## src/rtl/regbank_pkg.sv

```systemverilog
// Shared defaults and state encoding for the register-bank write-port controller.
// Latency: n/a (declarations only).
// Backpressure: n/a.
package regbank_pkg;

  localparam int REGBANK_NREG = 8;
  localparam int REGBANK_AW   = 3;
  localparam int REGBANK_DW   = 8;

  // IDLE arbitrates writers; CLEAR walks the per-register reset lines
  typedef enum logic {
    ST_IDLE  = 1'b0,
    ST_CLEAR = 1'b1
  } state_t;

endpackage

```

## src/rtl/regbank_arb_if.sv

```systemverilog
// Bundle of writer handshakes, clear control and bank-side strobes.
// Latency: n/a (wiring only).
// Backpressure: req*_ready is driven by the controller (slave modport).
interface regbank_arb_if #(
  parameter int NREG = regbank_pkg::REGBANK_NREG,
  parameter int AW   = regbank_pkg::REGBANK_AW,
  parameter int DW   = regbank_pkg::REGBANK_DW
);
  logic            req0_valid;
  logic [AW-1:0]   req0_addr;
  logic [DW-1:0]   req0_data;
  logic            req0_ready;
  logic            req1_valid;
  logic [AW-1:0]   req1_addr;
  logic [DW-1:0]   req1_data;
  logic            req1_ready;
  logic            clr_req;
  logic            clr_busy;
  logic [NREG-1:0] reg_we;
  logic [DW-1:0]   reg_d;
  logic [NREG-1:0] reg_rst;

  // Writer / execute-stage side
  modport master (
    output req0_valid, req0_addr, req0_data,
    input  req0_ready,
    output req1_valid, req1_addr, req1_data,
    input  req1_ready,
    output clr_req,
    input  clr_busy, reg_we, reg_d, reg_rst
  );

  // Controller side
  modport slave (
    input  req0_valid, req0_addr, req0_data,
    output req0_ready,
    input  req1_valid, req1_addr, req1_data,
    output req1_ready,
    input  clr_req,
    output clr_busy, reg_we, reg_d, reg_rst
  );
endinterface

```

## src/rtl/regbank_arb_rr_arb2.sv

```systemverilog
// rr_arb2: two-way arbiter; round-robin by default, fixed req0 priority with REGBANK_ARB_FIXED_PRIO_EN.
// Latency: grants are combinational from valids; last_grant updates on the transfer edge.
// Backpressure: a grant is only a candidate; the caller qualifies it into ready.
module rr_arb2 (
  input  logic clk,
  input  logic reset,
  input  logic i_vld0,
  input  logic i_vld1,
  input  logic i_xfer,
  output logic o_gnt0,
  output logic o_gnt1
);
`ifdef REGBANK_ARB_FIXED_PRIO_EN
  // No history: req0 always wins a collision
  logic w_unused;
  assign w_unused = &{1'b0, clk, reset, i_xfer};
  assign o_gnt0   = i_vld0;
  assign o_gnt1   = i_vld1 & ~i_vld0;
`else
  logic r_last_grant;  // 1 = writer 1 won the most recent transfer

  // On a collision, favour whichever writer did not win last time
  assign o_gnt0 = i_vld0 & (~i_vld1 | r_last_grant);
  assign o_gnt1 = i_vld1 & (~i_vld0 | ~r_last_grant);

  // Remember the winner of each completed transfer
  always_ff @(posedge clk) begin
    if (reset) begin
      r_last_grant <= 1'b1;
    end else if (i_xfer) begin
      r_last_grant <= o_gnt1;
    end
  end
`endif
endmodule

```

## src/rtl/regbank_arb.sv

```systemverilog
// regbank_arb: arbitrates two writers onto one registered bank write port and sequences a bank clear.
// Latency: accepted write appears on reg_we/reg_d one cycle later; clear strobes start one cycle after clr_req.
// Backpressure: ready is withheld during reset, during CLEAR, and in the cycle clr_req is seen.
// Optional macro: REGBANK_ARB_FIXED_PRIO_EN (fixed req0 priority inside rr_arb2).
module regbank_arb
  import regbank_pkg::*;
#(
  parameter int NREG = REGBANK_NREG,
  parameter int AW   = REGBANK_AW,
  parameter int DW   = REGBANK_DW
) (
  input logic          clk,
  input logic          reset,
  regbank_arb_if.slave bus
);
  localparam logic [NREG-1:0] ONE      = NREG'(1);
  localparam logic [AW-1:0]   LAST_IDX = AW'(NREG - 1);

  state_t          r_state, w_state_nxt;
  logic [AW-1:0]   r_clr_idx, w_clr_idx_nxt;
  logic            r_clr_busy, w_clr_busy_nxt;
  logic [NREG-1:0] r_reg_rst, w_reg_rst_nxt;
  logic [NREG-1:0] r_reg_we, w_reg_we_nxt;
  logic [DW-1:0]   r_reg_d;
  logic            w_gnt0, w_gnt1, w_rdy0, w_rdy1, w_xfer0, w_xfer1, w_idle;

  rr_arb2 u_arb (
    .clk    (clk),
    .reset  (reset),
    .i_vld0 (bus.req0_valid),
    .i_vld1 (bus.req1_valid),
    .i_xfer (w_xfer0 | w_xfer1),
    .o_gnt0 (w_gnt0),
    .o_gnt1 (w_gnt1)
  );

  // A clear request pre-empts any write offered in the same cycle
  assign w_idle  = (r_state == ST_IDLE);
  assign w_rdy0  = ~reset & w_idle & ~bus.clr_req & w_gnt0;
  assign w_rdy1  = ~reset & w_idle & ~bus.clr_req & w_gnt1;
  assign w_xfer0 = bus.req0_valid & w_rdy0;
  assign w_xfer1 = bus.req1_valid & w_rdy1;

  assign bus.req0_ready = w_rdy0;
  assign bus.req1_ready = w_rdy1;
  assign bus.clr_busy   = r_clr_busy;
  assign bus.reg_rst    = r_reg_rst;
  assign bus.reg_we     = r_reg_we;
  assign bus.reg_d      = r_reg_d;

  // Next state plus clear-walk strobes; clr_req while already clearing is ignored
  always_comb begin
    w_state_nxt    = r_state;
    w_clr_idx_nxt  = r_clr_idx;
    w_clr_busy_nxt = r_clr_busy;
    w_reg_rst_nxt  = '0;
    case (r_state)
      ST_IDLE: begin
        if (bus.clr_req) begin
          w_state_nxt    = ST_CLEAR;
          w_clr_idx_nxt  = '0;
          w_clr_busy_nxt = 1'b1;
          w_reg_rst_nxt  = ONE;
        end
      end
      ST_CLEAR: begin
        if (r_clr_idx == LAST_IDX) begin
          w_state_nxt    = ST_IDLE;
          w_clr_idx_nxt  = '0;
          w_clr_busy_nxt = 1'b0;
        end else begin
          w_clr_idx_nxt  = r_clr_idx + AW'(1);
          w_reg_rst_nxt  = ONE << w_clr_idx_nxt;
        end
      end
      default: begin
        w_state_nxt    = ST_IDLE;
        w_clr_idx_nxt  = '0;
        w_clr_busy_nxt = 1'b0;
      end
    endcase
  end

  // Grants are exclusive, so at most one writer feeds the one-hot enable
  always_comb begin
    w_reg_we_nxt = '0;
    if (w_xfer0) begin
      w_reg_we_nxt = ONE << bus.req0_addr;
    end else if (w_xfer1) begin
      w_reg_we_nxt = ONE << bus.req1_addr;
    end
  end

  // FSM and clear-walk registers; reset aborts a clear in progress
  always_ff @(posedge clk) begin
    if (reset) begin
      r_state    <= ST_IDLE;
      r_clr_idx  <= '0;
      r_clr_busy <= 1'b0;
      r_reg_rst  <= '0;
    end else begin
      r_state    <= w_state_nxt;
      r_clr_idx  <= w_clr_idx_nxt;
      r_clr_busy <= w_clr_busy_nxt;
      r_reg_rst  <= w_reg_rst_nxt;
    end
  end

  // Write port: enable pulses for one cycle, data holds between writes
  always_ff @(posedge clk) begin
    if (reset) begin
      r_reg_we <= '0;
      r_reg_d  <= '0;
    end else begin
      r_reg_we <= w_reg_we_nxt;
      if (w_xfer0) begin
        r_reg_d <= bus.req0_data;
      end else if (w_xfer1) begin
        r_reg_d <= bus.req1_data;
      end
    end
  end
endmodule

```

## src/flat_wrapper.sv

```systemverilog
// flat-port wrapper written by rule: the top's interface ports become plain ports
module regbank_arb_flat import regbank_pkg::*;
#(
  parameter int NREG = REGBANK_NREG,
  parameter int AW   = REGBANK_AW,
  parameter int DW   = REGBANK_DW
)
  (clk, reset, bus_req0_valid, bus_req0_addr, bus_req0_data, bus_req0_ready, bus_req1_valid, bus_req1_addr, bus_req1_data, bus_req1_ready, bus_clr_req, bus_clr_busy, bus_reg_we, bus_reg_d, bus_reg_rst);
  regbank_arb_if #(.NREG(NREG), .AW(AW), .DW(DW)) bus_i ();
  input logic clk;
  input logic reset;
  input wire logic [$bits(bus_i.req0_valid)-1:0] bus_req0_valid;
  input wire logic [$bits(bus_i.req0_addr)-1:0] bus_req0_addr;
  input wire logic [$bits(bus_i.req0_data)-1:0] bus_req0_data;
  output wire logic [$bits(bus_i.req0_ready)-1:0] bus_req0_ready;
  input wire logic [$bits(bus_i.req1_valid)-1:0] bus_req1_valid;
  input wire logic [$bits(bus_i.req1_addr)-1:0] bus_req1_addr;
  input wire logic [$bits(bus_i.req1_data)-1:0] bus_req1_data;
  output wire logic [$bits(bus_i.req1_ready)-1:0] bus_req1_ready;
  input wire logic [$bits(bus_i.clr_req)-1:0] bus_clr_req;
  output wire logic [$bits(bus_i.clr_busy)-1:0] bus_clr_busy;
  output wire logic [$bits(bus_i.reg_we)-1:0] bus_reg_we;
  output wire logic [$bits(bus_i.reg_d)-1:0] bus_reg_d;
  output wire logic [$bits(bus_i.reg_rst)-1:0] bus_reg_rst;
  assign bus_i.req0_valid = bus_req0_valid;
  assign bus_i.req0_addr = bus_req0_addr;
  assign bus_i.req0_data = bus_req0_data;
  assign bus_req0_ready = bus_i.req0_ready;
  assign bus_i.req1_valid = bus_req1_valid;
  assign bus_i.req1_addr = bus_req1_addr;
  assign bus_i.req1_data = bus_req1_data;
  assign bus_req1_ready = bus_i.req1_ready;
  assign bus_i.clr_req = bus_clr_req;
  assign bus_clr_busy = bus_i.clr_busy;
  assign bus_reg_we = bus_i.reg_we;
  assign bus_reg_d = bus_i.reg_d;
  assign bus_reg_rst = bus_i.reg_rst;
  regbank_arb #(.NREG(NREG), .AW(AW), .DW(DW)) u_core (.clk(clk), .reset(reset), .bus(bus_i));
endmodule
```

## config.mk

```make
export PLATFORM = sky130hd
export DESIGN_NAME = regbank_arb_flat
export DESIGN_NICKNAME = d
export VERILOG_FILES = /design/src/rtl/regbank_pkg.sv /design/src/rtl/regbank_arb_if.sv /design/src/rtl/regbank_arb_rr_arb2.sv /design/src/rtl/regbank_arb.sv /design/src/flat_wrapper.sv
export SDC_FILE = /design/constraint.sdc
export NUM_CORES = 1
export LEC_CHECK = 0
export BUFFER_PORTS_ARGS = -buffer_cell sky130_fd_sc_hd__buf_2
export CAP_MARGIN = 0
export CORE_MARGIN = 3
export CORE_UTILIZATION = 52
export CTS_BUF_LIST = sky130_fd_sc_hd__clkbuf_4 sky130_fd_sc_hd__clkbuf_8
export CTS_CLUSTER_DIAMETER = 30
export CTS_CLUSTER_SIZE = 25
export DETAILED_ROUTE_END_ITERATION = 8
export GPL_TIMING_DRIVEN = 0
export HOLD_SLACK_MARGIN = 0.12
export PLACE_DENSITY_LB_ADDON = 0.05
export SLEW_MARGIN = 0
export SYNTH_ARGS = -nofsm -noshare
export SYNTH_HDL_FRONTEND = slang
export SYNTH_SLANG_ARGS = --single-unit
```

## constraint.sdc

```tcl
create_clock -name clk -period 2.7 [get_ports clk]
set_clock_uncertainty 0.15 [all_clocks]
set_input_delay 0.405 -clock clk [delete_from_list [all_inputs] [get_ports clk]]
set_output_delay 0.405 -clock clk [all_outputs]
set_load 0.005 [all_outputs]
```

Word-level counts from Yosys, hierarchy flattened
Cells that the tools add are included.
Word-level totals
  input port bits: 27
  logic and storage cells: 49
  register bits after elaboration: 30
  output and inout port bits: 27
Operators by class
  $add $sub $neg: 1
  bitwise gates (word level): 17
  shift-type cells: 3
  muxes and demuxes: 16
  reductions and logical operators: 2
  equality and inequality tests: 3
Operator list (count)
  2-to-1 mux 8 bit: 5
  << shifter 1 x 3 -> 8 bit, first input constant: 3
  one-hot mux 8 bit (2 select lines): 1
  AND 1 bit: 8
  2-to-1 mux 3 bit: 2
  inverter 1 bit: 6
  one-hot mux 3 bit (2 select lines): 1
  2-to-1 mux 1 bit: 5
  inequality test 2 bit, second input constant: 2
  one-hot mux 1 bit (2 select lines): 2
  adder 3 x 1 -> 3 bit, second input constant: 1
  == test 3 bit, second input constant: 1
  bitwise OR 1 bit: 3
  AND reduction 2 bit: 1
  nonzero test 2 bit: 1

Depth between registers and ports, before layout
  word-level depth: 7
  depth in mapped cells: 7

Cells and area by module
A second synthesis with hierarchy kept.
Second synthesis, totals
  cell total of the unflattened synthesis: 147
  area, all modules: 1365.1 sq um
By module, submodules not included
  regbank_arb: area each 1311.3 sq um, cells an instance 141, instances 1
  rr_arb2: area each 53.8 sq um, cells an instance 6, instances 1

Worst setup path before layout
Ideal clock, no wire load.
  kind: input-to-output
  start point: input port reset
  end point: output port bus_req0_ready
  arrival: 1632 ps
  slack: 513 ps
  buffers on the path: 4
  data required time: 2145 ps
  stages: 7
  cells stage by stage: buf_6 -> or3_1 -> buf_2 -> or3_1 -> buf_6 -> buf_6 -> inv_1
Between the ends
  word-level cells in the longest chain between the ends: 4
Ends and longest elaborated chain
  start: declaration: line flat_wrapper.sv:11  | input logic reset;
  inverter 1 bit: line regbank_arb.sv:39  | assign w_rdy0 = ~reset & w_idle & ~bus.clr_req & w_gnt0;
  AND 1 bit (3 in a row): line regbank_arb.sv:39
  end: declaration: line flat_wrapper.sv:15  | output wire logic [$bits(bus_i.req0_ready)-1:0] bus_req0_ready;
Every way passes these cells.

Worst setup path after layout
  start point: register u_core.r_state
  end point: output port bus_req0_ready
Between the ends
  word-level cells in the longest chain between the ends: 4
Ends and longest elaborated chain
  start: declaration: line regbank_arb.sv:19  | state_t r_state, w_state_nxt;
  start signal: assignment: line regbank_arb.sv:102  | r_state <= w_state_nxt;
  inverter 1 bit: line regbank_arb.sv:38  | assign w_idle = (r_state == ST_IDLE);
  AND 1 bit (3 in a row): line regbank_arb.sv:39
Every way passes these cells.

==> impl_metrics.env <==
export IMPL_status="completed"
export IMPL_postCtsSetupRepairBufs=0
export IMPL_ys_seq_area_share_pct=46.7
export IMPL_worst_pin_slew_ns=1.05
export IMPL_crit_type="reg -> out"
export IMPL_clkPwrFrac_pct=45.1
export IMPL_slew_headroom_pct=29.1
export IMPL_crit_path_end="bus_req0_ready"
export IMPL_cts_root_buf="clkbuf_4"
export IMPL_clk_latency_ns=0.33
export IMPL_holdBufCountCts=1
export IMPL_maxCapViolCount=0
export IMPL_grt_usage_pct=19.8
export IMPL_max_clock_freq_mhz=394
export IMPL_r2r_start="u_core.r_state"
export IMPL_ff2ff_setup_slack_ns=0.54
export IMPL_rsz0062_at_grt="no"
export IMPL_post_cts_resized=0
export IMPL_cts_sinks=30
export IMPL_coreArea_um2=2280
export IMPL_start_util_pct=56.5
export IMPL_yosys_area_top_type="dfxtp_1"
export IMPL_ys_types=31
export IMPL_slew_viol_final=0
export IMPL_cts_htree_levels=2
export IMPL_place_hpwl_mm=2.21
export IMPL_vias=1264
export IMPL_hp_class="in -> reg"
export IMPL_synth_top_area_share_pct=46.7
export IMPL_antenna_left=0
export IMPL_async_flop_share_pct=0
export IMPL_synth_common_cells="dfxtp_1, nand3_1, o21ai_0"
export IMPL_p_comb_share_pct=10.5
export IMPL_grt_max_degree=11
export IMPL_wl_per_cell_um=13.5
export IMPL_drive_gt1_share_pct=34.0
export IMPL_finalHoldViolCount=0
export IMPL_synth_edf_count=0
export IMPL_num_nets_final=229
export IMPL_dr_pass1_iters=4
export IMPL_fin_crit_ns=2.54
export IMPL_path_max_fanout=10
export IMPL_dr_first_iter_drc_count=27
export IMPL_diodes=0
export IMPL_dpl_cell_area_um2=1580
export IMPL_worst_ep_required_time_ns=2.14
export IMPL_synthCells=136
export IMPL_finalSetupViolCount=0
export IMPL_syn_to_final_growth_pct=32.4
export IMPL_antenna_found_initial=0
export IMPL_fin_crit_sh_pct=93.9
export IMPL_die_w_um=55.7
export IMPL_cts_tree="yes"
export IMPL_max_clock_path_buffers=2
export IMPL_grt_pass1_vias=1144
export IMPL_totalWireLength_mm=3.03
export IMPL_yosys_area_share_simple_pct=24.5
export IMPL_synthMuxAreaShare_pct=0.778
export IMPL_netlist_area_um2=1290
export IMPL_overflow=0
export IMPL_powerDensity_nw_per_um2=617
export IMPL_cts_buffers=5
export IMPL_p_switching_uw=229
export IMPL_ios=54
export IMPL_swShare_pct=21.8
export IMPL_peakVddDrop_v=0.000448
export IMPL_die_y_um=55.7
export IMPL_gp_congestion=0.702
export IMPL_cp_arrival_ns=1.98
export IMPL_viasPerCell=5.62
export IMPL_final_setup_tns_ns=0
export IMPL_synth_avg_cell_area_um2=9.46
export IMPL_synth_most_common_cell="dfxtp_1"
export IMPL_port_buffers=52
export IMPL_synthAdderAreaFrac_pct=5.84
export IMPL_reg2reg_depth=4
export IMPL_ys_ff_latch=30
export IMPL_grt_first_pass_wirelength_mm=4.92
export IMPL_die_area_um2=3110
export IMPL_dp_cells=216
export IMPL_synth_top_family_by_area="simple AND/OR/NAND/NOR gates"
export IMPL_synth_area_top_cells="dfxtp_1, ha_1, a311oi_1"
export IMPL_cp_startpoint="u_core.r_state"
export IMPL_clkTransAtPathRegs_ns=0.09
export IMPL_p_leak_uw=0.000759
export IMPL_synth_compound_area_share_pct=16.8
export IMPL_yosysWarnings=0
export IMPL_power_frac_seq_pct=44.4
export IMPL_power_internal_uw=822
export IMPL_final_cells=225
export IMPL_end_kind="primary output"
export IMPL_design_area_um2=1700
export IMPL_startpoint_type="register"
export IMPL_synthFlopType="dfxtp_1"
export IMPL_synth_xor_area_share_pct=0
export IMPL_syn_nets=169
export IMPL_drc_errors=0
export IMPL_num_rows=17
export IMPL_worstReg2RegEnd="u_core.bus.reg_we[7]"
==> cell families (layout without fill, tap and decap cells) <==
group,count (synthesis),in the layout
DFF,30,30
AOI/OAI and AO/OA,32,32
buffers and inverters,12,73
and+or+nand+nor,55,55
adders and majority gates,6,6
muxes,1,1
==> worst max-delay path, cell delays in order (launching register included) <==
cell and delay [ns]:
dfxtp_1 0.32, or3_1 0.36, buf_2 0.18, or3_1 0.37, buf_6 0.15, buf_6 0.14
inv_1 0.05, buf_2 0.10
==> final cells by class <==
| cell class | instances | area [µm²] |
|---|---|---|
| Multi-Input combinational cell | 94 | 617 |
| Sequential cell | 30 | 601 |
| Fill cell | 179 | 573 |
| Timing Repair Buffer | 53 | 270 |
| Clock inverter | 2 | 60.1 |
| Buffer | 8 | 53.8 |
| Clock buffer | 6 | 51.3 |
| Tap cell | 28 | 35.0 |
| Inverter | 4 | 15.0 |
==> power groups by stage <==
stage	sequential (µW)	clock, µW	combinational [µW]
5_1_grt	469	498	124
6_report	467	474	111
3_3_place_gp	476	0	105
4_1_cts	466	479	110
3_5_place_dp	476	0	109
2_1_floorplan	477	0	57.1
==> worst min path at each step <==
stage,start,end,slack [ns],cells past startpoint
after detailed placement,u_core.bus.clr_busy,u_core.bus.clr_busy,0.30,2
after CTS,reset,u_core.u_arb.r_last_grant,0.14,2
final,reset,u_core.u_arb.r_last_grant,0.14,2
after floorplan,u_core.bus.clr_busy,u_core.bus.clr_busy,0.30,2
after global placement,u_core.bus.clr_busy,u_core.bus.clr_busy,0.29,2
after global routing,reset,u_core.u_arb.r_last_grant,0.16,2
==> flip-flops by register name, indices dropped and copies added, names as in the netlist <==
register,flops
u_core.bus.reg_d,8
u_core.bus.reg_rst,8
u_core.bus.reg_we,8
u_core.r_clr_idx,3
u_core.bus.clr_busy,1
u_core.r_state,1
u_core.u_arb.r_last_grant,1
==> cells in the final DEF, fill, tap and decap left out, types with 2 or more instances in the layout <==
cell / instances
nand2b_1: 4
nor2_1: 5
nor4_1: 8
ha_1: 6
a311oi_1: 8
inv_1: 3
a21oi_1: 3
nand3_1: 10
buf_2: 53
clkbuf_1: 4
bufinv_16: 2
o22ai_1: 7
or3b_2: 2
and2_1: 7
o21ai_0: 9
buf_6: 3
nand2_1: 6
dfxtp_1: 30
clkbuf_4: 5
or3_1: 5
nand3b_1: 3
==> metrics by stage <==
| step | power (µW) | hold slack, ns | utilization (%) | setup WS (ns) |
|---|---|---|---|---|
| 2_1_floorplan | 534 | 0.303 | - | 0.513 |
| 3_3_place_gp | 581 | 0.294 | 69.5 | 0.311 |
| 3_5_place_dp | 585 | 0.302 | 69.5 | 0.314 |
| 4_1_cts | 1060 | 0.137 | 74.8 | 0.160 |
| 5_1_grt | 1090 | 0.155 | 74.8 | 0.0474 |
| 6_report | 1050 | 0.143 | 74.8 | 0.164 |
==> metal layers <==
metal | track usage, % | share of wire [%] | vias up
li1 | - | - | 629
met1 | 24.6 | 44 | 582
met2 | 31.9 | 47 | 46
met3 | 6.96 | 7.5 | 7
met4 | 6.25 | 1.3 | 0
met5 | 0 | 0 | -
No activity file was read; power rests on OpenSTA's default activity.
